$ cat src/rtl/ram_wr_pkg.sv
// ram_wr_pkg: FSM states, AXI encodings and parameter checks shared by the RAM write sequencer
package ram_wr_pkg;
  typedef enum logic [2:0] {IDLE, AW_SEND, W_SEND, B_WAIT, DONE} state_t;
  localparam logic [1:0] BURST_INCR = 2'b01;
  localparam logic [2:0] SIZE_4B = 3'b010;
  localparam logic [1:0] RESP_OKAY = 2'b00;
  function automatic bit params_ok(input longint unsigned base, input longint unsigned beats,
                                   input longint unsigned bursts);
    return beats >= 64'd1 && beats <= 64'd256 && beats * 64'd4 <= 64'd4096 &&
           bursts >= 64'd1 && base % (beats * 64'd4) == 64'd0;
  endfunction
endpackage

$ cat src/rtl/ram_wr_pattern.sv
// ram_wr_pattern: beat/burst counters producing burst address, write data and last-beat/last-burst flags
module ram_wr_pattern #(
  parameter int AW = 32,
  parameter logic [AW-1:0] BASE_ADDR = '0,
  parameter int BEATS = 16,
  parameter int BURSTS = 64
) (
  input  logic          clk,
  input  logic          reset,
  input  logic          restart,
  input  logic          clear_mode,
  input  logic          beat_adv,
  input  logic          burst_adv,
  output logic [AW-1:0] addr,
  output logic [31:0]   wdata,
  output logic          last_beat,
  output logic          last_burst
);
  localparam int BTW = BEATS > 1 ? $clog2(BEATS) : 1;
  localparam int BUW = BURSTS > 1 ? $clog2(BURSTS) : 1;
  logic [BTW-1:0] beat;
  logic [BUW-1:0] burst;
  assign last_beat = beat == BTW'(BEATS - 1);
  assign last_burst = burst == BUW'(BURSTS - 1);
  assign addr = BASE_ADDR + AW'(64'(burst) * 64'(BEATS) * 64'd4);
  assign wdata = clear_mode ? '0 : 32'(64'(burst) * 64'(BEATS) + 64'(beat));
  always_ff @(posedge clk)
    if (reset || restart) begin
      beat <= '0;
      burst <= '0;
    end else begin
      if (beat_adv) beat <= last_beat ? '0 : beat + BTW'(1);
      if (burst_adv) burst <= burst + BUW'(1);
    end
endmodule

$ cat src/rtl/ram_write_sequencer.sv
// ram_write_sequencer: AXI4 burst RAM fill (zeros or index pattern); define RAM_WR_ABORT_ON_ERR_EN to end a run on the first error response
module ram_write_sequencer
  import ram_wr_pkg::*;
#(
  parameter int AW = 32,
  parameter logic [AW-1:0] BASE_ADDR = '0,
  parameter int BEATS = 16,
  parameter int BURSTS = 64
) (
  input  logic          clk,
  input  logic          reset,
  input  logic          start_write,
  input  logic          clear,
  output logic          busy,
  output logic          done,
  output logic          error,
  output logic [AW-1:0] M_AXI_AWADDR,
  output logic [7:0]    M_AXI_AWLEN,
  output logic [2:0]    M_AXI_AWSIZE,
  output logic [1:0]    M_AXI_AWBURST,
  output logic          M_AXI_AWVALID,
  input  logic          M_AXI_AWREADY,
  output logic [31:0]   M_AXI_WDATA,
  output logic [3:0]    M_AXI_WSTRB,
  output logic          M_AXI_WLAST,
  output logic          M_AXI_WVALID,
  input  logic          M_AXI_WREADY,
  input  logic [1:0]    M_AXI_BRESP,
  input  logic          M_AXI_BVALID,
  output logic          M_AXI_BREADY
);
  localparam bit CFG_OK = params_ok(64'(BASE_ADDR), 64'(BEATS), 64'(BURSTS));
  state_t state, state_nxt;
  logic clear_lat, last_beat, last_burst, start_acc, w_hs, b_hs, b_err, b_stop;
  assign start_acc = state == IDLE && start_write;
  assign w_hs = M_AXI_WVALID && M_AXI_WREADY;
  assign b_hs = M_AXI_BREADY && M_AXI_BVALID;
  assign b_err = b_hs && M_AXI_BRESP != RESP_OKAY;
`ifdef RAM_WR_ABORT_ON_ERR_EN
  assign b_stop = last_burst || M_AXI_BRESP != RESP_OKAY;
`else
  assign b_stop = last_burst;
`endif
  ram_wr_pattern #(
    .AW(AW), .BASE_ADDR(BASE_ADDR), .BEATS(BEATS), .BURSTS(BURSTS)
  ) u_pattern (
    .clk(clk),
    .reset(reset),
    .restart(start_acc),
    .clear_mode(clear_lat),
    .beat_adv(w_hs),
    .burst_adv(b_hs && !b_stop),
    .addr(M_AXI_AWADDR),
    .wdata(M_AXI_WDATA),
    .last_beat(last_beat),
    .last_burst(last_burst)
  );
  always_ff @(posedge clk)
    if (reset) begin
      state <= IDLE;
      clear_lat <= 1'b0;
      error <= 1'b0;
    end else begin
      state <= state_nxt;
      if (start_acc) begin
        clear_lat <= clear;
        error <= 1'b0;
      end else if (b_err) error <= 1'b1;
    end
  always_comb begin
    state_nxt = state;
    case (state)
      IDLE:    state_nxt = start_write ? AW_SEND : IDLE;
      AW_SEND: state_nxt = M_AXI_AWREADY ? W_SEND : AW_SEND;
      W_SEND:  state_nxt = M_AXI_WREADY && last_beat ? B_WAIT : W_SEND;
      B_WAIT:  state_nxt = M_AXI_BVALID ? (b_stop ? DONE : AW_SEND) : B_WAIT;
      DONE:    state_nxt = IDLE;
      default: state_nxt = IDLE;
    endcase
  end
  assign M_AXI_AWVALID = state == AW_SEND;
  assign M_AXI_WVALID = state == W_SEND;
  assign M_AXI_BREADY = state == B_WAIT;
  assign M_AXI_WLAST = M_AXI_WVALID && last_beat;
  assign M_AXI_AWLEN = 8'(BEATS - 1);
  assign M_AXI_AWSIZE = SIZE_4B;
  assign M_AXI_AWBURST = BURST_INCR;
  assign M_AXI_WSTRB = 4'hF;
  assign busy = M_AXI_AWVALID || M_AXI_WVALID || M_AXI_BREADY;
  assign done = state == DONE;
  always_ff @(posedge clk)
    assert (CFG_OK) else $error("ram_write_sequencer: BASE_ADDR must be BEATS*4 aligned, BEATS 1..256, BURSTS >= 1");
endmodule

$ cat config.mk
export PLATFORM = sky130hd
export DESIGN_NAME = ram_write_sequencer
export DESIGN_NICKNAME = d
export VERILOG_FILES = /design/src/rtl/ram_wr_pkg.sv /design/src/rtl/ram_wr_pattern.sv /design/src/rtl/ram_write_sequencer.sv
export SDC_FILE = /design/constraint.sdc
export NUM_CORES = 1
export LEC_CHECK = 0
export CAP_MARGIN = 10
export CORE_MARGIN = 8
export CORE_UTILIZATION = 37
export DETAILED_ROUTE_END_ITERATION = 16
export PLACE_DENSITY = 0.86
export SLEW_MARGIN = 20
export SYNTH_ARGS = -nofsm -noshare
export SYNTH_HDL_FRONTEND = slang
export SYNTH_SLANG_ARGS = --single-unit
$ cat constraint.sdc
create_clock -name clk -period 3.65 [get_ports clk]
set_input_delay 0.73 -clock clk [delete_from_list [all_inputs] [get_ports clk]]
set_output_delay 0.73 -clock clk [all_outputs]
set_load 0.02 [all_outputs]
==> run metrics, run 1 <==
status complete, no violations; IO Count 97; busiest metal layer after global routing met2; crit-path cells nor3b_1, and4_1, clkdlybuf4s50_1; Post-synth EDFFs 0; routability cong. 0.772; Worst Clk Skew 1.96 ps; Final #Nets 202; TNS Setup 0 ps; DP HPWL 2.33 mm; largest net degree at the start of global routing 13; GRT Residual Overflow 0; Post-Syn Area 1330 um2; # Max-Cap Violations 0; hold_sp error; post-synth top area share 36.7%; cell with the most instances after synthesis buf_4; number of synthesized register bits 15; Worst R2R Setup Slack 2120 ps; CP required 2920 ps; postcts setup bufs 0; Detailed Route WL 2.85 mm; CTS tree yes; global-route wire length before repair 4.60 mm; CP Capture Type output pin; asr flop ratio synth 0%; PwrDens 260 nW/um2; minimum clock period 2630 ps; initial core utilization 39.2%; worst-skew pair later-pin latency 270 ps; slowest CP cell clkdlybuf4s50_1; top_reg_cell synth dfxtp_1; full die area 5760 um2; Inserted Clock Buffers 3; core box area 3390 um2; GR Util met3 4.72%; worst r2r dst u_pattern.burst[1]; Avg Inst Size Synth 8.20 um2; Synth Area in Simple Gates 21.2%; clock edge transition at the registers on the reported setup and hold paths 90 ps; arrival time worst endpoint 1900 ps; Hold Path End error; adder-cell area share of the yosys netlist 1.88%; crit path launch type flop; clock buffer depth 2; Resize count post-CTS 0; Leak 0.632 nW; synth top area cells buf_4 (37%), dfxtp_1 (23%), nor2b_1 (4.7%); Final Hold Vio Count 0; H-Tree Depth 1; hold crit path type reg2reg; Die Ht 75.9 um; FP Rows 21; yosys warns 0; XOR/XNOR Fraction of Synth Area 3.30%; Peak VDD IR 0.000114 V; DRC Markers 0; main combinational cell family by area after synthesis buffers and inverters; GR Util met2 15.1%; Critical R2R Launch u_pattern.burst[0]; number of DRC markers in iteration 0 72; multiplexer share of the synthesized area 3.01%; Vias 953; Crit Path Category reg2out; FMAX 380 MHz; Commonest cells post-synth buf_4 (65), dfxtp_1 (15), nor2_1 (13), nor2b_1 (10), xor2_1 (5); distinct cell type count after synthesis 39; die width 75.9 um; Root Buffer clkbuf_4; initial antenna violation count 0; met1 usage in global routing 9.99%; vias in the first global route 970; Diodes inserted 0; Final setup viols 0; Worst Path Max Fanout 11; DR vias/cell 4.04; overall routing resource usage 9.28%; Worst Reg-to-Reg Cells 5; Pre-Repair DR Iteration Count 4; clock sink count 15; Worst Hold Depth 2; power after layout 0.375 mW; DR WL/cell 12.1 um; RSZ-0062 raised after global routing no; max-slew violation count 0; share of cells above drive strength 1 4.21%; Final Cycle Share 72.1%; Post-DRT Antenna Nets 0; CP max stage delay 600 ps; P&R area growth vs syn 8.47%; Gate Count Post-Synth 162; leading area contributor after synthesis buf_4; Post-CTS Hold Buffers 0; complex-gate fraction of the synthesized area 7.91%; Fill cells 362; register area share after synthesis 22.6%; IO Port Bufs 31
==> cell type report <==
type	count	area (um2)	share of cell area, %
clock buffer	4	26.3	1.82
timing repair buffer	31	310	21.5
tap	46	57.6	3.99
sequential	15	300	20.8
inverter	2	7.51	0.521
multi-input combinational	138	739	51.3
==> placed cells by master, fill, tap and decap left out, types with 2 or more instances in the layout <==
master / instances
conb_1: 65
clkdlybuf4s50_1: 31
dfxtp_1: 15
nor2_1: 13
nor2b_1: 10
xor2_1: 5
mux2i_1: 4
nand2_1: 3
a21oi_1: 3
o21ai_0: 3
clkbuf_4: 3
nor3b_1: 2
and2_1: 2
nor4_1: 2
and3_1: 2
a211oi_1: 2
inv_1: 2
o211ai_1: 2
ha_1: 2
==> state kept, by name, summed over array words and instances (netlist names) <==
register,flops
error,1
state,3
clear_lat,1
u_pattern.beat,4
u_pattern.burst,6
==> kinds of logic (layout without fill, tap and decap cells) <==
family,count (synthesis),in the layout
other,2,65
DFF,15,15
buffers and inverters,72,37
muxes,4,4
xor gates and xnor gates,5,5
and+or+nand+nor,46,46
AOI/OAI and AO/OA,16,16
adders and majority gates,2,2
==> worst max path at each step <==
| stage | startpoint | endpoint | slack (ps) | depth (start not counted) |
|---|---|---|---|---|
| 4_1_cts | state[1] | M_AXI_WLAST | 980 | 3 |
| 3_5_place_dp | state[1] | M_AXI_WLAST | 1280 | 3 |
| 2_1_floorplan | state[1] | M_AXI_WLAST | 1460 | 3 |
| 6_report | state[1] | M_AXI_WLAST | 1020 | 3 |
| 5_1_grt | state[1] | M_AXI_WLAST | 870 | 3 |
| 3_3_place_gp | state[1] | M_AXI_WLAST | 1310 | 3 |
==> worst max-delay path: cells and delay by family (launching register included) <==
family,cells,cell delay (ps)
buffers and inverters,1,600
flip-flops,1,530
AND/OR/NAND/NOR,2,510
==> through the flow <==
step / instance area (um2) / setup WS [ps] / instances / utilization [%] / hold WS (ps)
2_1_floorplan: 1570 / 1460 / 225 / - / 507
5_1_grt: 1440 / 872 / 236 / 42.5 / 471
4_1_cts: 1440 / 978 / 236 / 42.5 / 459
3_5_place_dp: 1420 / 1280 / 232 / 41.7 / 444
3_3_place_gp: 1420 / 1310 / 232 / 41.7 / 431
6_report: 1440 / 1020 / 236 / 42.5 / 460
==> metal layers <==
layer | share of wire, % | vias up
met1 | 43 | 436
li1 | - | 464
met3 | 10 | 2
met2 | 46 | 51
met5 | 0 | -
met4 | 0.42 | 0
==> report_power, final <==
part	internal (mW)	switching, mW	leakage [nW]
Clock	0.0423	0.0508	0.0150
Combinational	0.0238	0.0819	0.496
Sequential	0.167	0.00892	0.121
Total	0.233	0.142	0.632
(Power assumes the default switching activity.)
==> run 2: changes to the inputs <==
- CORE_UTILIZATION: 37 -> 31
- PLACE_DENSITY: 0.86 -> 0.77
- clock period: 3.65 -> 2.1 ns (I/O delays scaled with it)
==> run 2 against run 1 <==
  * Global-route usage shrank 1.6 points
  * Clock-buffer cell count is the same
  * Via count shrank 0.73%
  * Critical path depth is the same
  * Die area grew 15%
  * Hold slack lost 6.3 ps
  * Clock skew is essentially flat
  * Critical endpoint is now M_AXI_BREADY
  * Largest cell class unchanged
==> run metrics, run 2 (synthesis gave the netlist of run 1 again) <==
worst-skew pair later-pin latency 240 ps (-30 ps); IO Port Bufs 31 (unchanged); PwrDens 486 nW/um2 (+87%); RSZ-0062 raised after global routing no; Comb pwr share 27.1% (-1.1 points); Crit Path Category reg2out; clock sink count 15 (unchanged); minimum clock period 2000 ps; busiest metal layer after global routing met2; Switching Share 35.0% (-2.8 points); DR WL/cell 11.8 um (-2.4%); DR vias/cell 3.86 (-4.4%); crit-path cells buf_4, and3b_1, clkdlybuf4s50_1; Inserted Clock Buffers 3 (unchanged); initial core utilization 31.4% (-7.8 points); Vias 946 (-0.73%); # Max-Cap Violations 0 (unchanged); IO Count 97 (unchanged); FMAX 501 MHz; CP Capture Type output pin; arrival time worst endpoint 1580 ps (-320 ps); Detailed Route WL 2.89 mm (+1.3%); clock edge transition at the registers on the reported setup and hold paths 60 ps (-30 ps); Int Power 0.470 mW (+100%); Post-DRT Antenna Nets 0 (unchanged); GR Util met2 11.3% (-3.8 points); Fill cells 453 (+25%); met1 usage in global routing 9.71% (-0.29 points); Root Buffer clkbuf_8; full die area 6640 um2 (+15%); final core utilization 35.2% (-7.4 points); Worst Path Max Fanout 11 (unchanged); WP buf/inv 2 (+1); share of cells above drive strength 1 5.70% (+1.5 points); Largest Register u_pattern.burst; hold crit path type reg2reg; clock buffer depth 2 (unchanged); max-slew violation count 0 (unchanged); vias in the first global route 863 (-11%); Leak 0.660 nW (+4.5%); overall routing resource usage 7.63% (-1.6 points); CTS tree yes; Final setup viols 0 (unchanged); slowest CP cell clkdlybuf4s50_1; Pre-Repair DR Iteration Count 4 (unchanged); core box area 4230 um2 (+25%); Resize count post-CTS 1 (+1); GRT Residual Overflow 0 (unchanged); CP required 1680 ps (-1240 ps); switching power 0.253 mW (+79%); Final Hold Vio Count 0 (unchanged); Post-CTS Hold Buffers 0 (unchanged); commonest non-fill, non-tap cell in the layout conb_1; most frequent cells in the layout conb_1 (65), clkdlybuf4s50_1 (30), dfxtp_1 (15); largest net degree at the start of global routing 12 (-1); status complete, no violations; Die Ht 81.5 um (+7.3%); GR Util met3 3.17% (-1.5 points); initial antenna violation count 0 (unchanged); Final #Nets 205 (+1.5%); FP Rows 24 (+14%); H-Tree Depth 1 (unchanged); Final Cycle Share 95.1%; TNS Setup 0 ps (unchanged); crit path launch type flop; CP max stage delay 620 ps (+20 ps); Diodes inserted 0 (unchanged); Seq pwr share 41.2% (-5.7 points); number of DRC markers in iteration 0 81 (+13%); DP HPWL 2.39 mm (+2.5%); postcts setup bufs 0 (unchanged); Worst Clk Skew 1.90 ps (-0.0572 ps); DRC Markers 0 (unchanged); global-route wire length before repair 4.05 mm (-12%); Top Family by Delay on Critical Path buffers and inverters; Largest regs u_pattern.burst (6), u_pattern.beat (4), state (3); Fin Hold WS 454 ps (-6.25 ps); routability cong. 0.733 (-5.1%); die width 81.5 um (+7.3%); Peak VDD IR 0.000212 V (+86%); clock group share of total power 31.6% (+6.7 points); P&R area growth vs syn 12.1%; max reg flops 6 (unchanged)
[run 2: changes by cell type in the layout (fill, tap and decap cells not counted)]
cell | previous run | this run
dlygate4sd2_1 | 0 | 1
clkbuf_4 | 3 | 0
buf_4 | 0 | 3
clkdlybuf4s50_1 | 31 | 30
clkbuf_8 | 0 | 3
[run 2: stage by stage]
stage | power, mW | cells | setup WS (ps) | area (um2)
floorplan | 0.545 | 225 | 221 | 1570
detailed placement | 0.496 | 241 | 252 | 1450
global placement | 0.496 | 241 | 269 | 1450
finish | 0.724 | 245 | 103 | 1490
CTS | 0.727 | 245 | 91.7 | 1490
global route | 0.759 | 245 | 8.92 | 1490
[run 2: path summary, 6_finish.rpt]
check	from	end	slack, ps	cells after the start
setup / recovery	state[2]	M_AXI_BREADY	100	3
hold / removal	error	error	450	2
setup reg to reg	u_pattern.burst[0]	u_pattern.burst[1]	570	5
hold reg to reg	error	error	450	2
[run 2: routing by layer]
layer | routed length [um] | part of all wire (%)
met1 | 1180 | 41
met2 | 1290 | 45
met3 | 397 | 14
met4 | 15 | 0.52
met5 | 0 | 0
[run 2: final cells by class]
type	count	area, um2	area share, %
Clock buffer	4	45.0	3.03
Inverter	2	7.51	0.504
Multi-Input combinational cell	138	739	49.7
Sequential cell	15	300	20.2
Tap cell	52	65.1	4.37
Timing Repair Buffer	34	332	22.3
[run 2: power groups by stage]
| stage | registers, mW | logic (mW) | clock network [mW] |
|---|---|---|---|
| 6_report | 0.298 | 0.196 | 0.229 |
| 5_1_grt | 0.299 | 0.211 | 0.248 |
| 4_1_cts | 0.299 | 0.191 | 0.237 |
| 3_5_place_dp | 0.305 | 0.191 | 0 |
| 3_3_place_gp | 0.305 | 0.191 | 0 |
| 2_1_floorplan | 0.300 | 0.245 | 0 |
[run 2: worst reg2reg max path, delay by kind of cell (launching register included)]
kind            cells  cell delay (ps)
simple gates        2              280
fa+ha+maj           1              190
compound gates      1              310
mux                 1              230
flops               1              400
==> run 3: changes to the inputs <==
- SLEW_MARGIN: 20 -> default
==> results of run 3 <==
No change in the layout: final DEF, timing and power equal those of run 2.
